[src/rtl/gpio_ctrl_pkg.sv]
// Shared GPIO pad-control definitions: configuration word layout, drive-mode
// encodings and reset configuration. Used by gpio_ctrl_shift and the housekeeping serializer.
package gpio_ctrl_pkg;

   localparam int unsigned PAD_CTRL_BITS = 13;

   localparam int unsigned GPIO_MGMT_ENA    = 0;
   localparam int unsigned GPIO_OUTENB      = 1;
   localparam int unsigned GPIO_HOLDOVER    = 2;
   localparam int unsigned GPIO_INP_DIS     = 3;
   localparam int unsigned GPIO_IB_MODE_SEL = 4;
   localparam int unsigned GPIO_ANA_EN      = 5;
   localparam int unsigned GPIO_ANA_SEL     = 6;
   localparam int unsigned GPIO_ANA_POL     = 7;
   localparam int unsigned GPIO_SLOW_SEL    = 8;
   localparam int unsigned GPIO_VTRIP_SEL   = 9;
   localparam int unsigned GPIO_DM_LSB      = 10;
   localparam int unsigned GPIO_DM_MSB      = 12;

   typedef enum logic [2:0] {
      GPIO_DM_ANALOG     = 3'b000,
      GPIO_DM_INPUT      = 3'b001,
      GPIO_DM_INPUT_PULL = 3'b010,
      GPIO_DM_OUT_OD     = 3'b011,
      GPIO_DM_OUT_STRONG = 3'b110
   } gpio_dm_e;

   // mgmt_ena=1, outenb=1, dm=output strong
   localparam logic [PAD_CTRL_BITS-1:0] CFG_DEFAULT = 13'h1803;

endpackage

[src/rtl/gpio_in_sync.sv]
// Two-flop synchronizer for the raw pad input; only present when
// GPIO_CTRL_INPUT_SYNC_EN is defined.
module gpio_in_sync (
   input  logic clk,
   input  logic rst,
   input  logic d,
   output logic q
);

   logic meta_q, meta_d;
   logic sync_q, sync_d;

   always_comb begin
      meta_d = d;
      sync_d = meta_q;
   end

   always_ff @(posedge clk or posedge rst) begin
      if (rst) begin
         meta_q <= 1'b0;
         sync_q <= 1'b0;
      end else begin
         meta_q <= meta_d;
         sync_q <= sync_d;
      end
   end

   assign q = sync_q;

endmodule

[src/rtl/gpio_ctrl_shift.sv]
// Per-pad GPIO control stage: serial configuration shift/load and pad data steering.
// Optional input synchronizer enabled by defining GPIO_CTRL_INPUT_SYNC_EN.
module gpio_ctrl_shift #(
   parameter int unsigned PAD_CTRL_BITS = gpio_ctrl_pkg::PAD_CTRL_BITS,
   parameter logic [PAD_CTRL_BITS-1:0] CFG_DEFAULT = gpio_ctrl_pkg::CFG_DEFAULT
) (
   input  logic       wb_clk_i,
   input  logic       wb_rst_i,
   input  logic       serial_data_in,
   input  logic       serial_shift,
   input  logic       serial_load,
   output logic       serial_data_out,
   output logic       cfg_update,
   input  logic       mgmt_gpio_out,
   input  logic       mgmt_gpio_oeb,
   output logic       mgmt_gpio_in,
   input  logic       user_gpio_out,
   input  logic       user_gpio_oeb,
   output logic       user_gpio_in,
   input  logic       pad_gpio_in,
   output logic       pad_gpio_out,
   output logic       pad_gpio_outenb,
   output logic       pad_gpio_inenb,
   output logic       pad_gpio_holdover,
   output logic       pad_gpio_ib_mode_sel,
   output logic       pad_gpio_vtrip_sel,
   output logic       pad_gpio_slow_sel,
   output logic       pad_gpio_ana_en,
   output logic       pad_gpio_ana_sel,
   output logic       pad_gpio_ana_pol,
   output logic [2:0] pad_gpio_dm
);
   import gpio_ctrl_pkg::*;

   logic [PAD_CTRL_BITS-1:0] shift_q, shift_d;
   logic [PAD_CTRL_BITS-1:0] cfg_q, cfg_d;
   logic                     cfg_update_q, cfg_update_d;
   logic                     pad_in_s;
   logic                     pad_in_gated;

   // Load samples the pre-shift register, so shift and load may coincide.
   always_comb begin
      shift_d      = shift_q;
      cfg_d        = cfg_q;
      cfg_update_d = serial_load;
      if (serial_shift) shift_d = {shift_q[PAD_CTRL_BITS-2:0], serial_data_in};
      if (serial_load)  cfg_d   = shift_q;
   end

   always_ff @(posedge wb_clk_i or posedge wb_rst_i) begin
      if (wb_rst_i) begin
         shift_q      <= '0;
         cfg_q        <= CFG_DEFAULT;
         cfg_update_q <= 1'b0;
      end else begin
         shift_q      <= shift_d;
         cfg_q        <= cfg_d;
         cfg_update_q <= cfg_update_d;
      end
   end

   assign serial_data_out = shift_q[PAD_CTRL_BITS-1];
   assign cfg_update      = cfg_update_q;

`ifdef GPIO_CTRL_INPUT_SYNC_EN
   gpio_in_sync u_in_sync (
      .clk (wb_clk_i),
      .rst (wb_rst_i),
      .d   (pad_gpio_in),
      .q   (pad_in_s)
   );
`else
   assign pad_in_s = pad_gpio_in;
`endif

   always_comb begin
      pad_in_gated = pad_in_s & ~cfg_q[GPIO_INP_DIS];
      mgmt_gpio_in = '0;
      user_gpio_in = '0;
      if (cfg_q[GPIO_MGMT_ENA]) begin
         pad_gpio_out    = mgmt_gpio_out;
         // A pad configured as input cannot be driven by management.
         pad_gpio_outenb = mgmt_gpio_oeb | cfg_q[GPIO_OUTENB];
         mgmt_gpio_in    = pad_in_gated;
      end else begin
         pad_gpio_out    = user_gpio_out;
         pad_gpio_outenb = user_gpio_oeb;
         user_gpio_in    = pad_in_gated;
      end
   end

   always_comb begin
      pad_gpio_inenb       = cfg_q[GPIO_INP_DIS];
      pad_gpio_holdover    = cfg_q[GPIO_HOLDOVER];
      pad_gpio_ib_mode_sel = cfg_q[GPIO_IB_MODE_SEL];
      pad_gpio_vtrip_sel   = cfg_q[GPIO_VTRIP_SEL];
      pad_gpio_slow_sel    = cfg_q[GPIO_SLOW_SEL];
      pad_gpio_ana_en      = cfg_q[GPIO_ANA_EN];
      pad_gpio_ana_sel     = cfg_q[GPIO_ANA_SEL];
      pad_gpio_ana_pol     = cfg_q[GPIO_ANA_POL];
      pad_gpio_dm          = cfg_q[GPIO_DM_MSB:GPIO_DM_LSB];
   end

endmodule

[config.mk]
export PLATFORM = sky130hd
export DESIGN_NAME = gpio_ctrl_shift
export DESIGN_NICKNAME = d
export VERILOG_FILES = /design/src/rtl/gpio_ctrl_pkg.sv /design/src/rtl/gpio_in_sync.sv /design/src/rtl/gpio_ctrl_shift.sv
export SDC_FILE = /design/constraint.sdc
export NUM_CORES = 1
export LEC_CHECK = 0
export ABC_AREA = 0
export ABC_CLOCK_PERIOD_IN_PS = 1600
export BUFFER_PORTS_ARGS = -buffer_cell sky130_fd_sc_hd__buf_2
export CAP_MARGIN = 20
export CORE_MARGIN = 3
export CORE_UTILIZATION = 55
export CTS_CLUSTER_DIAMETER = 50
export DETAILED_ROUTE_END_ITERATION = 16
export PLACE_DENSITY = 0.83
export SLEW_MARGIN = 10
export SYNTH_ARGS = -nofsm -noshare
export SYNTH_HDL_FRONTEND = slang
export SYNTH_SLANG_ARGS = --single-unit
[constraint.sdc]
create_clock -name wb_clk_i -period 1.6 [get_ports wb_clk_i]
set_input_delay 0.32 -clock wb_clk_i [delete_from_list [all_inputs] [get_ports wb_clk_i]]
set_output_delay 0.32 -clock wb_clk_i [all_outputs]
set_load 0.02 [all_outputs]
==> results by stage, run 1 <==
Status:
- The flow ran to the end, but the final reports show violations.
- The final reports fail on setup timing.

Worst setup path:
- The maximum cell stage delay along the critical path is 0.59 ns.
- For the worst setup path, the data required time is 1.28 ns.
- The capturing element type of the critical path is a primary output.
- Traced cell by cell, the critical path runs through mux2_4, buf_6.
- The critical path class is flip-flop to primary output.
- Data on the critical path arrives at its endpoint at 1.33 ns.
- The library cell contributing the largest single delay on the critical path is sky130_fd_sc_hd__dfstp_2.
- The kind of launch point of the worst setup path is a flip-flop.
- The largest fanout on the critical path is 3.

GRT:
- For met3 alone, demand over resource in global routing was 2.92%.
- The met1 routing resource usage after global routing is 21.1%.
- The global-route total usage across every layer is 15.8%.
- Entering global routing, the biggest net connects 28 pins.
- The number of global-route vias before repair is 620.
- The routing usage on met2 is 24.6%.
- The number of antenna violations at the first check in global routing is 0.
- The layer flagged by global routing as most heavily used is met2.
- Global routing finished with a remaining overflow of 0.
- The first global-routing pass estimated 2960 µm of wire.

Drt:
- The via total after detailed routing is 599.
- In the final routed layout, each cell accounts on average for 15.8 µm.
- The detailed-routing iteration count for the pre-antenna-repair pass is 4.
- The DRC violation total after the first TritonRoute iteration is 4.
- For this block, the routed nets add up to 1860 µm of wire.
- The count of nets left with antenna violations once routing finished came out at 0.
- Using the TritonRoute via totals, the vias-per-cell ratio works out to 5.08.
- The post-route DRC violation count is 0.

CTS:
- The count of clock tree sinks is 27.
- The TritonCTS clock tree is built.
- The later pin in the worst-skew pair is clocked with a latency of 0.31 ns.
- The clock passes through at most 2 buffers.
- The clock slew at the register clock pins of the worst setup and hold paths is 0.13 ns.
- The CTS buffer count is 3.
- The number of hold-repair buffers added at the cts stage is 0.
- The CTS H-tree depth is 1.
- The clock root buffer is sky130_fd_sc_hd__clkbuf_4.

Synthesis:
- The mean instance size in the synthesized netlist is 17.5 µm².
- The count of yosys warnings during synthesis is 0.
- Summed over its instances, the top area cell type makes up 50.6% of the synthesized netlist area.
- The number of distinct library cells after synthesis is 11.
- After synthesis the cells add up to 1140 µm².
- Synthesis handed over a netlist of 65 instances.
- The synthesized net count is 75.
- The largest total area in the synthesized netlist belongs to sky130_fd_sc_hd__dfrtp_1.
- Synthesis inferred 27 register bits.
- The sequential area share after synthesis is 59.8%.
- Sorting the synthesized cells by area gives the leading types as sky130_fd_sc_hd__dfrtp_1 (51%), sky130_fd_sc_hd__mux2_4 (26%), sky130_fd_sc_hd__dfstp_2 (9.2%), sky130_fd_sc_hd__mux2_2 (6.9%), sky130_fd_sc_hd__buf_4 (2.0%).

Final layout:
- The final layout net count is 104.
- The number of cells in the finished layout apart from fillers is 118.
- The antenna diode count is 0.
- In the final layout, the share of cells above drive strength 1 is 71.0%.
- The core occupancy in the finished layout is 72.7%.
- The post-synthesis to final-layout area growth is 17.5%.

Timing:
- Measured against its own limit, the worst slew margin works out to 72.4%.
- Counting I/O delays and the setup requirement, the final critical path takes 1.65 ns.
- The maximum clock frequency is 605 MHz.
- The worst-case setup margin in the final layout is -0.0534 ns.
- The number of pins exceeding their max-slew limit in the final report is 0.
- The slew at the pin closest to its max-slew limit is 0.415 ns.
- Setup repair after global routing could not meet its margin everywhere.
- Clock skew on the completed layout was measured at 0.00456 ns.
- The final hold violation count is 0.
- The final critical-path share of the clock period is 103%.
- The final-report setup violation count is 3.

Floorplan:
- The die boundary width is 51.5 µm.
- The height of the die is 51.5 µm.
- The number of cell rows is 15.
- Pin placement for this block handled 27 I/O pins.
- The die covers 2650 µm².
- The starting density of the core is 61.8%.
- The area of the core is 1840 µm².

Place:
- At the end of routability-driven placement, the weighted congestion stood at 0.662.
- The count of port buffers added during placement is 26.
- Once placement completed, the tool counted placed cells totaling 112.
- Once detailed placement completed, the half-perimeter wirelength came to 1200 µm.

Hold path:
- In this run the worst hold path is classified as primary input to asynchronous set/reset pin.

Pwr:
- For this design the ratio of total power to cell area is 1630 nW/µm².
- The leakage power figure is 0.676 nW.
- VDD sags by at most 0.00115 V.

Job:
- The number of maximum-capacitance constraint violations is 0.
==> flip-flops by register name, summed over array words and instances, names as in the netlist <==
signal and count:
shift_q 13, cfg_update 1, cfg_q 13
==> cell usage in the layout (no fill, tap or decap) <==
| cell type | count |
|---|---|
| sky130_fd_sc_hd__nor2_2 | 1 |
| sky130_fd_sc_hd__nor2_1 | 1 |
| sky130_fd_sc_hd__clkbuf_1 | 1 |
| sky130_fd_sc_hd__dfrtp_1 | 23 |
| sky130_fd_sc_hd__a21oi_2 | 1 |
| sky130_fd_sc_hd__nor3b_2 | 1 |
| sky130_fd_sc_hd__clkbuf_4 | 3 |
| sky130_fd_sc_hd__mux2_2 | 6 |
| sky130_fd_sc_hd__dfstp_2 | 4 |
| sky130_fd_sc_hd__buf_6 | 3 |
| sky130_fd_sc_hd__and3b_1 | 1 |
| sky130_fd_sc_hd__inv_1 | 1 |
| sky130_fd_sc_hd__mux2_4 | 21 |
| sky130_fd_sc_hd__buf_4 | 3 |
| sky130_fd_sc_hd__buf_2 | 23 |
==> report_power, final <==
part	switching, W	total [W]	leakage [nW]	internal (W)
sequential	0.000167	0.00112	0.316	0.000950
clock	0.000173	0.000270	0.0150	0.0000972
combinational	0.000356	0.000797	0.345	0.000442
total	0.000695	0.00218	0.676	0.00149
==> worst max-delay path, delay by kind of cell, from the launching register on <==
| kind | cells | cell delay [ns] |
|---|---|---|
| flip-flops | 1 | 0.59 |
| multiplexers | 1 | 0.31 |
| buffers and inverters | 1 | 0.13 |
==> cells by family after synthesis <==
logic type / after synthesis / synth area share [%]
flops: 27 / 59.8
buf+inv: 6 / 4.29
simple gates: 4 / 2.09
mux: 27 / 33.3
compound gates: 1 / 0.440
==> metrics by stage <==
step                setup TNS (ns)  hold WS (ns)  setup WS, ns  power, W  instance area [µm²]
CTS                         -0.106        0.0378       -0.0622   0.00218                 1310
global placement                 0         0.384         0.255   0.00186                 1260
floorplan                        0         0.351         0.255   0.00171                 1140
finish                     -0.0928        0.0349       -0.0534   0.00218                 1340
detailed placement               0         0.391         0.209   0.00189                 1260
global route                -0.274        0.0538       -0.0988   0.00230                 1340
==> final timing paths <==
check,start,to,slack (ns),cells past startpoint
setup reg to reg,cfg_q[0],cfg_q[0],0.63,3
min in group wb_clk_i,serial_data_in,shift_q[0],0.24,2
hold reg to reg,cfg_q[9],cfg_q[9],0.52,1
hold / removal,wb_rst_i,cfg_q[9],0.03,3
setup / recovery,cfg_q[0],pad_gpio_out,-0.05,2
max in group asynchronous,wb_rst_i,cfg_q[1],1.27,3
==> per-layer routing <==
metal	wire (µm)	part of all wire [%]
met1	862	46
met2	876	47
met3	90	4.8
met4	34	1.8
met5	0	0
==> layout make-up <==
cell class              instances  area (µm²)
repair buffers                 29         171
fillers                       129         503
clock buffers                   4        26.3
well taps                      25        31.3
multi-input cells              32         423
flip-flops and latches         27         681
inverters                       1        3.75
==> repair_timing <==
item	4_1_cts	5_1_grt
gates resized for setup	4	6
pin swaps	0	1
endpoints found under the setup margin	1	2
buffers inserted	1	1
==> cell usage after synthesis <==
master	count
sky130_fd_sc_hd__a21oi_1	1
sky130_fd_sc_hd__and3b_1	1
sky130_fd_sc_hd__buf_4	3
sky130_fd_sc_hd__buf_6	2
sky130_fd_sc_hd__dfrtp_1	23
sky130_fd_sc_hd__dfstp_2	4
sky130_fd_sc_hd__inv_1	1
sky130_fd_sc_hd__mux2_2	7
sky130_fd_sc_hd__mux2_4	20
sky130_fd_sc_hd__nor2_1	2
sky130_fd_sc_hd__nor3b_1	1
Power figures use the tool's default switching activity.
==> inputs of run 2 (changes only) <==
--- a/config.mk
+++ b/config.mk
@@ -9,11 +9,13 @@
 export ABC_CLOCK_PERIOD_IN_PS = 1600
 export BUFFER_PORTS_ARGS = -buffer_cell sky130_fd_sc_hd__buf_2
 export CAP_MARGIN = 20
+export CELL_PAD_IN_SITES_DETAIL_PLACEMENT = 1
+export CELL_PAD_IN_SITES_GLOBAL_PLACEMENT = 2
 export CORE_MARGIN = 3
-export CORE_UTILIZATION = 55
-export CTS_CLUSTER_DIAMETER = 50
+export CORE_UTILIZATION = 39
 export DETAILED_ROUTE_END_ITERATION = 16
-export PLACE_DENSITY = 0.83
+export HOLD_SLACK_MARGIN = 0.02
+export PLACE_DENSITY = 0.82
 export SLEW_MARGIN = 10
 export SYNTH_ARGS = -nofsm -noshare
 export SYNTH_HDL_FRONTEND = slang
==> results by stage, run 2 (synthesis gave the netlist of run 1 again) <==
Worst setup path:
- The end point of the critical path is pad_gpio_out.
- The setup slack of the worst register-to-register path came to 0.71 ns (+0.08 ns).
- For this design, the slowest cell found on the critical path is sky130_fd_sc_hd__dfstp_2.
- The largest fanout on the critical path came to 2 (-1).
- The worst setup path is captured at a primary output.
- The total buffers and inverters traversed by the critical path is 1 (unchanged).
- The maximum cell stage delay along the critical path was 0.58 ns (about the same).
- The signal arrival time at the worst endpoint is 1.34 ns (about the same).
- The family with the most delay on the worst path is flip-flops.
- The count of cells along the worst register-to-register path came to 2 (-1).
- The most critical setup path has its startpoint at cfg_q[0].
- The data required time at the worst endpoint is 1.28 ns (about the same).
- STA classifies the critical path startpoint as a flip-flop.
- The worst register-to-register path ends at cfg_q[0].
- The setup path with the least slack is of type flip-flop to primary output.
- The source of the worst register-to-register timing path is cfg_q[0].
- The logic depth of the worst path, buffers included is 2 (unchanged).
- Walking the worst path, the cells encountered are mux2_4, buf_6.

Final layout:
- From synthesis to final layout, the design area changed by 16.9%.
- The number of cells in the finished layout apart from fillers was 122 (+3.4%).
- The final layout net count is 103 (-0.96%).
- The post-route cell area was 1330 µm² (-0.47%).
- The antenna diode count is 0 (unchanged).
- The proportion of layout cells with a drive suffix above 1 was 69.6% (-1.4 points).
- The library cells used most frequently in the layout, excluding fill and tap cells, are sky130_fd_sc_hd__dfrtp_1 (23), sky130_fd_sc_hd__buf_2 (23), sky130_fd_sc_hd__mux2_4 (21).
- The final-layout fill cell count is 259 (+100%).

GRT:
- The global-route total usage across every layer is 11.7% (-4.0 points).
- The met1 routing resource usage after global routing was 13.9% (-7.1 points).
- The met3 global-route usage is 3.89% (+0.97 points).
- The number of global-route vias before repair was 658 (+6.1%).
- The first-pass GRT wire length came to 3080 µm (+4.0%).
- The largest net degree at the start of global routing came to 28 (unchanged).
- The routing usage on met2 came to 19.9% (-4.7 points).
- The number of antenna violations at the first check in global routing was 0 (unchanged).
- The total congestion overflow is 0 (unchanged).
- The global-route layer with the greatest usage is met2.

Timing:
- The final setup skew is 0.00186 ns (-0.00270 ns).
- The final hold violation count was 0 (unchanged).
- The worst slew margin relative to its limit is 71.1% (-1.3 points).
- The final critical delay including setup and external delays came to 1.66 ns (+0.00197 ns).
- The final critical-path share of the clock period came to 103% (+0.12 points).
- Setup repair after global routing could not meet its margin everywhere.
- The slew at the pin closest to its max-slew limit was 0.434 ns (+0.0191 ns).
- The worst-case setup margin in the final layout is -0.0554 ns (-0.00197 ns).
- The number of pins exceeding their max-slew limit in the final report came to 0 (unchanged).
- The final-report setup violation count is 3 (unchanged).
- The maximum clock frequency is 604 MHz (-0.12%).

Floorplan:
- The die boundary width came to 60 µm (+17%).
- The number of cell rows was 18 (+3).
- The area of the core is 2610 µm² (+42%).
- The die area is 3600 µm² (+36%).
- The number of I/O pins is 27 (unchanged).
- The starting density of the core is 43.5% (-18 points).
- The height of the die is 60 µm (+17%).

Hold path:
- The class of the worst hold path is primary input to asynchronous set/reset pin.

CTS:
- The clock slew at the register clock pins of the worst setup and hold paths was 0.13 ns (about the same).
- The count of clock tree sinks is 27 (unchanged).
- The number of hold-repair buffers added at the cts stage came to 0 (unchanged).
- The clock network latency to the later pin of the worst-skew pair came to 0.32 ns (about the same).
- The number of buffers on the longest clock path is 2 (unchanged).
- The CTS H-tree depth is 1 (unchanged).
- The CTS buffer count was 3 (unchanged).
- TritonCTS built the clock tree.
- The clock root buffer is sky130_fd_sc_hd__clkbuf_4.

Place:
- The count of port buffers added during placement was 26 (unchanged).
- The routability congestion estimate from global placement came to 0.673 (+1.7%).
- The placed cell area is 1270 µm² (+0.50%).
- The worst setup slack after placement was 0.239 ns (+0.0304 ns).
- The total placed cells including tap cells came to 117 (+4.5%).

Drt:
- The average via count per standard cell is 4.93 (-2.8%).
- The mean routed wirelength per cell came to 15.6 µm (-1.3%).
- The detailed-routing iteration count for the pre-antenna-repair pass was 2 (-2).
- The DRC violation total after the first TritonRoute iteration is 4 (unchanged).
- The remaining antenna violation count is 0 (unchanged).
- The via total after detailed routing is 602 (+0.50%).
- The post-route DRC violation count is 0 (unchanged).
- The total wire length was 1900 µm (+2.0%).

Pwr:
- The final total power is 0.00217 W (-0.41%).
- The leakage power figure is 0.669 nW (-1.1%).
- The power density of the placed cells is 1640 nW/µm² (about the same).
- The worst IR drop on VDD is 0.000799 V (-31%).

Status:
- The final reports fail on setup timing.
- The flow ran to the end, but the final reports show violations.

Job:
- The number of maximum-capacitance constraint violations is 0 (unchanged).
## run 2: area by class of cell
type	instances	area, µm²	area share [%]
timing repair buffer	28	164	12.3
sequential	27	681	51.2
inverter	1	3.75	0.282
clock buffer	4	26.3	1.98
tap	30	37.5	2.82
multi-input combinational	32	418	31.4
## run 2: per-stage QoR
stage / util, % / TNS (ns) / hold WS, ns
2_1_floorplan: - / 0 / 0.351
3_3_place_gp: 48.5 / 0 / 0.393
3_5_place_dp: 48.5 / 0 / 0.408
4_1_cts: 50.4 / -0.161 / 0.0307
5_1_grt: 50.9 / -0.379 / 0.0418
6_report: 50.9 / -0.104 / 0.0344
## run 2: worst min path at each step
stage                      startpoint     endpoint  cells after the start  slack [ns]
after floorplan           serial_load   cfg_update                      0        0.35
after global placement       wb_rst_i   cfg_update                      3        0.39
after detailed placement     wb_rst_i  shift_q[12]                      3        0.41
after CTS                    wb_rst_i  shift_q[12]                      3        0.03
after global routing         wb_rst_i     cfg_q[3]                      3        0.04
final                        wb_rst_i  shift_q[12]                      3        0.03
## run 2: power by group
part / internal [W] / switching, W
Sequential: 0.000949 / 0.000161
Clock: 0.0000976 / 0.000186
Combinational: 0.000436 / 0.000345
## run 2: what timing repair did
item	CTS	global route
pin swaps	0	0
gates resized for setup	5	4
setup buffers	1	0
setup endpoints to repair	1	4
## run 2: worst register-to-register path: stages, from the launching register on
cell,delay [ns]
sky130_fd_sc_hd__dfstp_2,0.58
sky130_fd_sc_hd__buf_6,0.12
sky130_fd_sc_hd__mux2_2,0.15
## run 2: metal layers
| metal | part of all wire, % | vias to the layer above | wire length (µm) |
|---|---|---|---|
| met2 | 53 | 13 | 999 |
| li1 | - | 274 | - |
| met4 | 0.37 | 0 | 7 |
| met3 | 4.4 | 2 | 83 |
| met1 | 43 | 313 | 810 |
| met5 | 0 | - | 0 |
